`config.mk`:
```
export PLATFORM = sky130hd
export DESIGN_NAME = ov7670_pixel_capture
export DESIGN_NICKNAME = d
export VERILOG_FILES = /design/src/rtl/ov7670_pixel_capture.sv
export SDC_FILE = /design/constraint.sdc
export NUM_CORES = 1
export LEC_CHECK = 0
export ABC_AREA = 0
export BUFFER_PORTS_ARGS = -buffer_cell sky130_fd_sc_hd__buf_2
export CORE_UTILIZATION = 45
export CTS_CLUSTER_SIZE = 24
export DETAILED_ROUTE_END_ITERATION = 8
export GPL_TIMING_DRIVEN = 1
export PLACE_DENSITY = 0.65
export SETUP_SLACK_MARGIN = 0.1
export SLEW_MARGIN = 5
export SYNTH_ARGS = -nofsm -noshare
export SYNTH_HDL_FRONTEND = slang
export SYNTH_SLANG_ARGS = --single-unit
```
`constraint.sdc`:
```
create_clock -name PixelClk -period 3.44 [get_ports PixelClk]
set_input_delay 0.688 -clock PixelClk [delete_from_list [all_inputs] [get_ports PixelClk]]
set_output_delay 0.688 -clock PixelClk [all_outputs]
set_load 0.02 [all_outputs]
```
`src/rtl/ov7670_pixel_capture.sv`:
```
// OV7670 parallel-bus capture front end.
// Pairs camera bytes into RGB565 pixels tagged with x/y, emits frame and line
// markers, and flags lines whose byte count is wrong. Capture only starts and
// stops on frame boundaries, so the frame-buffer writer never sees a partial frame.
//
// state      | meaning
// -----------+-----------------------------------------------------------
// WAIT_VSYNC | after reset / skipped frame: wait for vertical sync to start
// IN_VSYNC   | inside vertical sync: capture_en sampled when sync ends
// ACTIVE     | capturing lines until the next vertical sync starts
module ov7670_pixel_capture #(
  parameter int IMAGE_WIDTH       = 640,
  parameter int IMAGE_HEIGHT      = 480,
  parameter int VSYNC_ACTIVE_HIGH = 1,
  parameter int COORD_W           = 10
) (
  input  logic               PixelClk,
  input  logic               nRST,
  input  logic               capture_en,
  input  logic               cam_vsync,
  input  logic               href,
  input  logic [7:0]         p_data,
  output logic [15:0]        pixel_data,
  output logic               pixel_valid,
  output logic [COORD_W-1:0] pixel_x,
  output logic [COORD_W-1:0] pixel_y,
  output logic               frame_start,
  output logic               line_end,
  output logic               frame_end,
  output logic               line_error,
  output logic [COORD_W-1:0] frame_lines
);

  localparam int LINE_BYTES = 2 * IMAGE_WIDTH;
  // One extra code above a full line marks "overrun" without wrapping.
  localparam int BYTE_W = $clog2(LINE_BYTES + 2);
  localparam logic [BYTE_W-1:0]  BYTES_FULL = BYTE_W'(LINE_BYTES);
  localparam logic [BYTE_W-1:0]  BYTES_OVER = BYTE_W'(LINE_BYTES + 1);
  localparam logic [COORD_W-1:0] HEIGHT_C   = COORD_W'(IMAGE_HEIGHT);
  localparam logic [COORD_W-1:0] LINES_MAX  = '1;
  localparam logic               VS_INV     = (VSYNC_ACTIVE_HIGH == 0);

  typedef enum logic [1:0] {
    WAIT_VSYNC = 2'd0,
    IN_VSYNC   = 2'd1,
    ACTIVE     = 2'd2
  } state_t;

  state_t              state;
  logic                vsync_q;
  logic                href_q;
  logic [7:0]          data_q;
  logic                vs_prev;
  logic                hact_prev;
  logic [7:0]          hi_byte;
  logic [BYTE_W-1:0]   byte_cnt;
  logic [COORD_W-1:0]  x_cnt;
  logic [COORD_W-1:0]  line_cnt;
  logic                start_armed;

  logic                vs;
  logic                hact;
  logic                vs_rise;
  logic                vs_fall;
  logic                line_close;
  logic                line_kept;
  logic [COORD_W-1:0]  lines_next;

  // Decode sync polarity and edges from the registered camera bus.
  // href is masked by vsync so a line can never overlap vertical sync;
  // vsync rising during a line therefore closes that line in the same cycle.
  always_comb begin
    vs         = vsync_q ^ VS_INV;
    hact       = href_q & ~vs;
    vs_rise    = vs & ~vs_prev;
    vs_fall    = ~vs & vs_prev;
    line_close = hact_prev & ~hact;
    line_kept  = (line_cnt < HEIGHT_C);
    lines_next = line_cnt;
    if (line_close && (line_cnt != LINES_MAX)) begin
      lines_next = line_cnt + 1'b1;
    end
  end

  // Register the camera bus once; sync reset parks vsync at its inactive level.
  always_ff @(posedge PixelClk) begin
    if (!nRST) begin
      vsync_q   <= VS_INV;
      href_q    <= 1'b0;
      data_q    <= 8'd0;
      vs_prev   <= 1'b0;
      hact_prev <= 1'b0;
    end else begin
      vsync_q   <= cam_vsync;
      href_q    <= href;
      data_q    <= p_data;
      vs_prev   <= vs;
      hact_prev <= hact;
    end
  end

  // Frame FSM, byte pairing, line bookkeeping and all registered outputs.
  always_ff @(posedge PixelClk) begin
    if (!nRST) begin
      state       <= WAIT_VSYNC;
      hi_byte     <= 8'd0;
      byte_cnt    <= '0;
      x_cnt       <= '0;
      line_cnt    <= '0;
      start_armed <= 1'b0;
      pixel_data  <= 16'd0;
      pixel_valid <= 1'b0;
      pixel_x     <= '0;
      pixel_y     <= '0;
      frame_start <= 1'b0;
      line_end    <= 1'b0;
      frame_end   <= 1'b0;
      line_error  <= 1'b0;
      frame_lines <= '0;
    end else begin
      pixel_valid <= 1'b0;
      frame_start <= 1'b0;
      line_end    <= 1'b0;
      frame_end   <= 1'b0;
      line_error  <= 1'b0;

      case (state)
        WAIT_VSYNC: begin
          if (vs) begin
            state <= IN_VSYNC;
          end
        end

        IN_VSYNC: begin
          if (vs_fall) begin
            byte_cnt <= '0;
            x_cnt    <= '0;
            line_cnt <= '0;
            if (capture_en) begin
              state       <= ACTIVE;
              start_armed <= 1'b1;
            end else begin
              state <= WAIT_VSYNC;
            end
          end
        end

        ACTIVE: begin
          if (hact) begin
            if (byte_cnt != BYTES_OVER) begin
              byte_cnt <= byte_cnt + 1'b1;
            end
            // Overrun bytes and lines past the image height produce nothing.
            if ((byte_cnt < BYTES_FULL) && line_kept) begin
              if (!byte_cnt[0]) begin
                hi_byte <= data_q;
              end else begin
                pixel_data  <= {hi_byte, data_q};
                pixel_valid <= 1'b1;
                pixel_x     <= x_cnt;
                pixel_y     <= line_cnt;
                frame_start <= start_armed;
                start_armed <= 1'b0;
                x_cnt       <= x_cnt + 1'b1;
              end
            end
          end

          // A dangling half pixel is simply dropped by clearing the byte count.
          if (line_close) begin
            byte_cnt <= '0;
            x_cnt    <= '0;
            line_cnt <= lines_next;
            if (line_kept) begin
              line_end   <= 1'b1;
              line_error <= (byte_cnt != BYTES_FULL);
            end
          end

          if (vs_rise) begin
            frame_end   <= 1'b1;
            frame_lines <= lines_next;
            state       <= IN_VSYNC;
          end
        end

        default: begin
          state <= WAIT_VSYNC;
        end
      endcase
    end
  end

endmodule

```
==> results of run 1 <==
## kinds of logic after synthesis
kind of cell	synth area share, %
adder cells (fa/ha/maj)	1.45
multiplexers	3.75
flip-flops	48.8
AO/OA/AOI/OAI	16.3
buffers and inverters	4.10
AND/OR/NAND/NOR	24.0
XOR/XNOR	1.63
## power breakdown
group / switching [W] / total, W / internal, W
registers: 0.00000787 / 0.00123 / 0.00122
logic: 0.0000410 / 0.0000634 / 0.0000223
clock network: 0.000425 / 0.000813 / 0.000388
total: 0.000474 / 0.00211 / 0.00163
## state kept, by name, summed over array words and instances, names as in the netlist, 2 cells and up
name,count
pixel_data,16
frame_lines,10
pixel_x,10
state,2
x_cnt,10
hi_byte,8
pixel_y,10
line_cnt,10
byte_cnt,11
data_q,8
## path summary, 6_finish.rpt
check,end,slack (ps),cells after the start
worst max-delay path,pixel_y[9],1120,4
worst min-delay path,pixel_data[0],450,2
worst max register to register,pixel_y[9],1120,4
worst min register to register,pixel_data[0],450,2
## worst max-delay path: cells and delay by family, from the launching register on
family           cells  cell delay [ps]
AO/OA/AOI/OAI        1              350
flip-flops           1              390
AND/OR/NAND/NOR      3             1450
## per-layer routing
| layer | track usage [%] | part of all wire (%) | vias up |
|---|---|---|---|
| li1 | - | - | 1839 |
| met1 | 26.5 | 46 | 1692 |
| met2 | 32.8 | 49 | 72 |
| met3 | 4.18 | 3.8 | 14 |
| met4 | 7.24 | 1.4 | 0 |
| met5 | 0 | 0 | - |
## stage by stage
| stage | worst slack [ps] | area (µm²) |
|---|---|---|
| after floorplan | 1490 | 4310 |
| after global placement | 1180 | 4700 |
| after detailed placement | 1130 | 4700 |
| after CTS | 1070 | 4920 |
| after global routing | 795 | 4920 |
| final | 1120 | 4920 |
## area by class of cell
type                            instances  area (µm²)  area share [%]
Inverter                                8        30.0           0.610
Clock buffer                           11         151            3.07
Timing Repair Buffer                   72         383            7.78
Clock inverter                          5        67.6            1.37
Sequential cell                       105        2100            42.7
Tap cell                              129         161            3.28
Multi-Input combinational cell        358        2030            41.2
## cell usage in the layout (no fill, tap or decap), types with 7 or more instances in the layout
master	synthesis	layout
a21oi_1	58	58
and2_1	14	14
buf_2	11	63
buf_4	3	9
clkbuf_8	0	11
dfxtp_1	105	105
mux2i_1	15	15
nand2_1	103	103
nand2b_1	7	7
nand3_1	10	10
nand4_1	10	10
nor2_1	33	33
o21ai_0	24	24
or3_1	8	8
==> out/qor.csv, run 1 <==
stage,metric,value,unit
route,vias_per_cell,5.26,
power_and_ir_drop,vdd_drop_max,235,µV
yosys,yosysUniqueCellTypes,59,
yosys,ys_seq_elements,105,
setup_path,crit_type,flop to flop,
sta,max_freq,432,MHz
final_layout,final_core_util,53.3,%
yosys,async_flop_share,0,%
sta,slew_headroom,21.5,%
route,dr_total_vias,3617,
final_layout,fin_cells,688,
worst_hold_path,min-delay-start,data_q[0],
setup_path,start_kind,flop,
clocking,cts.repair.resized,0,
setup_path,reg2reg_from,line_cnt[7],
clocking,cts-htree-levels,3,
route,drtIter0Drc,133,
global_route,grt_pass1_vias,3333,
final_layout,diodes,0,
yosys,syn_nets,519,
sta,period_minus_slack,2320,ps
yosys,synthTopCellsByCount,"dfxtp_1 (105), nand2_1 (103), a21oi_1 (58)",
sta,tightest_slew,1170,ps
yosys,synth_cells,501,
yosys,synth_most_common_cell,dfxtp_1,
clocking,cts_tree,yes,
global_route,grt_pass1_wl,16.0,mm
yosys,seq_area_frac_synth,48.8,%
clocking,clk_pin_slew,100,ps
sta,fin_worst_skew,16.2,ps
setup_path,path_cells,a41oi_1 > and4_1 > nand2_1 > and3_1,
clocking,cts_buffers,9,
clocking,post-cts-setup-buffers,0,
setup_path,critPathMaxStageDelay,680,ps
sta,tns,0,ps
setup_path,required,3690,ps
place,gp_congestion,0.792,
route,drcViolationCount,0,
place,place_hpwl,6.66,mm
worst_hold_path,hp-class,flop to flop,
yosys,synth_edf_count,0,
sta,rsz0062_at_grt,no,
yosys,postSynthAreaPerCell,8.60,µm²
global_route,grt_max_degree,52,
floorplan,num_rows,35,
yosys,syn-cell-area,0.00431,mm²
floorplan,core,0.00924,mm²
yosys,synth_area_leaders,"dfxtp_1 (49%), nand2_1 (9.0%), a21oi_1 (6.7%)",
final_layout,syn2layout_area_growth,14.3,%
route,wirelength,9.67,mm
clocking,cts-root-buf,clkbuf_8,
route,routedWlPerCell,14.0,µm
final_layout,n_fill_cell,903,
setup_path,worstSetupStartpoint,line_cnt[7],
yosys,yosysTopAreaCellShare,48.8,%
job,max_cap_violations,0,
power_and_ir_drop,power,0.00211,W
sta,period_share,67.3,%
floorplan,start_util,46.6,%
setup_path,crit_slowest_cell,nand2_1,
place,portBuffers,63,
final_layout,drive_gt1_share,18.8,%
floorplan,die-area,0.00997,mm²
setup_path,cp-end-kind,flop,
clocking,clk_latency,360,ps
global_route,antenna_found_initial,0,
yosys,yosysTopAreaCell,dfxtp_1,
floorplan,pin_count,64,
route,ant_nets,0,
final_layout,nNetsFinal,572,
clocking,cts_sinks,105,
clocking,cts_hold_buf,0,
sta,finalHoldViolCount,0,
sta,whs,454,ps
setup_path,worstPathArrival,2570,ps
run_status,status,"complete, no violations",
yosys,ys.flop_type,dfxtp_1,
route,drtPass1Iterations,5,
floorplan,chipWidth,99.8,µm
sta,setup_violations,0,
sta,slew_violations,0,
clocking,clockBufferDepth,2,
floorplan,fp.dieH,99.8,µm
power_and_ir_drop,p_per_area,428,mW/mm²
place,place_inst,672,
global_route,grt_use_total,20.2,%
global_route,overflow,0,
power_and_ir_drop,p_leak,1.88,nW
yosys,yosysWarnings,0,
setup_path,crit_fanout,36,
Power figures use the tool's default switching activity.
==> inputs of run 2 (changes only) <==
Clock period 3.44 ns to 2.28 ns, I/O delays scaled along.
==> run 2 against run 1 <==
- combinational power grew 57%
- sequential share of layout area shrank 0.68 points
- die area is the same
- critical path type unchanged
- final cell count grew 1.3%
- clock power grew 51%
- register-to-register slack lost 840 ps
- clock-buffer cell count shrank 2
- total power grew 51%
- via count grew 0.94%
- critical path depth is the same
- wire length grew 1.1%
==> out/qor.csv, run 2 (same netlist as run 1, synthesis figures left out) <==
stage,metric,value,unit,change
run_status,status,"complete, no violations",,
clocking,cts_hold_buf,0,,unchanged
floorplan,die-area,0.00997,mm²,unchanged
place,place_hpwl,6.90,mm,+3.7%
setup_path,worstPathArrival,2280,ps,-290 ps
final_layout,reg.largest.list,"pixel_data: 16 flops, byte_cnt: 11 flops",,
sta,tns,0,ps,unchanged
sta,fin_worst_skew,14.7,ps,-1.49 ps
route,drcViolationCount,0,,unchanged
worst_hold_path,hp-class,input pin to flop,,
setup_path,path_cells,inv_2 > o311ai_2 > o21ai_0 > a32o_1,,
global_route,grt_pass1_vias,3227,,-3.2%
sta,setup_ws,282,ps,-842 ps
clocking,cts_tree,yes,,
floorplan,num_rows,35,,unchanged
power_and_ir_drop,combPwrFrac,3.1,%,about the same
setup_path,worstSetupStartpoint,hact_prev,,
job,max_cap_violations,0,,unchanged
clocking,clockBufferDepth,2,,unchanged
final_layout,drive_gt1_share,20.1,%,+1.3 points
clocking,cts_sinks,105,,unchanged
final_layout,nNetsFinal,581,,+1.6%
clocking,cts_buffers,9,,unchanged
sta,finalHoldViolCount,0,,unchanged
setup_path,crit_type,flop to flop,,
clocking,post-cts-setup-buffers,0,,unchanged
setup_path,reg2reg_from,hact_prev,,
floorplan,start_util,46.6,%,unchanged
setup_path,critPathTopFamily,compound AO/OA/AOI/OAI gates,,
setup_path,required,2560,ps,-1130 ps
power_and_ir_drop,vdd_drop_max,376,µV,+60%
floorplan,chipWidth,99.8,µm,unchanged
route,dr_total_vias,3651,,+0.94%
final_layout,regMostFlops,pixel_data,,
route,vias_per_cell,5.24,,-0.36%
setup_path,start_kind,flop,,
global_route,antenna_found_initial,0,,unchanged
power_and_ir_drop,swShare,24.1,%,+1.6 points
setup_path,critPathBufInv,1,,+1
clocking,clk_latency,370,ps,about the same
final_layout,largest_reg_flops,16,,unchanged
worst_hold_path,min-delay-start,p_data[2],,
global_route,grt_pass1_wl,16.2,mm,+0.95%
place,portBuffers,63,,unchanged
power_and_ir_drop,p_per_area,638,mW/mm²,+49%
final_layout,syn2layout_area_growth,16.2,%,
clocking,clk_pin_slew,110,ps,about the same
global_route,grt_max_degree,37,,-29%
setup_path,critPathMaxStageDelay,810,ps,+130 ps
route,routedWlPerCell,14.0,µm,-0.25%
global_route,grt_use_total,20.4,%,+0.27 points
global_route,overflow,0,,unchanged
floorplan,core,0.00924,mm²,unchanged
floorplan,pin_count,64,,unchanged
place,dp_slack,321,ps,-809 ps
setup_path,crit_fanout,10,,-72%
clocking,cts-root-buf,clkbuf_8,,
route,drtIter0Drc,149,,+12%
setup_path,cp-end-kind,flop,,
sta,max_freq,500,MHz,+16%
sta,tightest_slew,887,ps,-288 ps
final_layout,diodes,0,,unchanged
sta,rsz0062_at_grt,no,,
power_and_ir_drop,p_int,0.00242,W,+48%
floorplan,fp.dieH,99.8,µm,unchanged
final_layout,final_common_cell,dfxtp_1,,
power_and_ir_drop,clockPowerShare,38.7,%,about the same
clocking,cts.repair.resized,0,,unchanged
route,wirelength,9.77,mm,+1.1%
sta,period_share,87.6,%,+20 points
setup_path,crit_slowest_cell,o311ai_2,,
sta,slew_headroom,40.8,%,+19 points
route,drtPass1Iterations,4,,-1
place,gp_congestion,0.812,,+2.5%
sta,setup_violations,0,,unchanged
power_and_ir_drop,p_leak,1.93,nW,+2.7%
sta,slew_violations,0,,unchanged
power_and_ir_drop,power_frac_seq,58.2,%,-0.2 points
final_layout,final_cell_mix,"dfxtp_1 (105), nand2_1 (103), buf_2 (63)",,
power_and_ir_drop,p_sw,0.000768,W,+62%
clocking,cts-htree-levels,3,,unchanged
sta,period_minus_slack,2000,ps,-318 ps
route,ant_nets,0,,unchanged
-- run 2: cell types whose count changed in the layout (fill, tap and decap cells not counted) --
cell      before  now
clkinv_8       0    1
inv_8          1    2
buf_4          9   17
buf_12         0    1
clkinv_4       1    2
inv_6          2    1
clkbuf_8      11    9
-- run 2: final timing paths --
kind | end | slack (ps) | depth (start not counted)
hold reg to reg | pixel_data[7] | 450 | 2
hold / removal | data_q[2] | 280 | 2
setup / recovery | line_cnt[1] | 280 | 4
setup reg to reg | line_cnt[1] | 280 | 4
-- run 2: final cells by class --
cell class                      instances  area (µm²)
Clock inverter                          7        95.1
Timing Repair Buffer                   81         463
Multi-Input combinational cell        358        2030
Fill cell                             885        4240
Tap cell                              129         161
Inverter                                8        30.0
Clock buffer                            9         124
Sequential cell                       105        2100
-- run 2: metrics by stage --
| step | total power (W) | cells | utilization, % | instance area [µm²] | hold slack, ps |
|---|---|---|---|---|---|
| detailed placement | 0.00200 | 681 | 51.8 | 4780 | 441 |
| global placement | 0.00200 | 681 | 51.8 | 4780 | 440 |
| global route | 0.00332 | 697 | 54.2 | 5000 | 257 |
| CTS | 0.00323 | 697 | 54.2 | 5000 | 261 |
| finish | 0.00319 | 697 | 54.2 | 5000 | 281 |
| floorplan | 0.00196 | 501 | - | 4310 | 431 |
-- run 2: power by group through the flow --
stage               clock network (W)  registers [W]   logic, W
finish                        0.00123        0.00186  0.0000994
CTS                           0.00128        0.00186  0.0000996
floorplan                           0        0.00190  0.0000649
global placement                    0        0.00190  0.0000975
global route                  0.00135        0.00186   0.000108
detailed placement                  0        0.00190  0.0000990
-- run 2: metal layers --
layer | track usage (%) | wire (µm) | vias up
li1 | - | - | 1857
met1 | 26.4 | 4440 | 1704
met2 | 34.4 | 4810 | 82
met3 | 4.46 | 410 | 8
met4 | 5.66 | 106 | 0
met5 | 0 | 0 | -
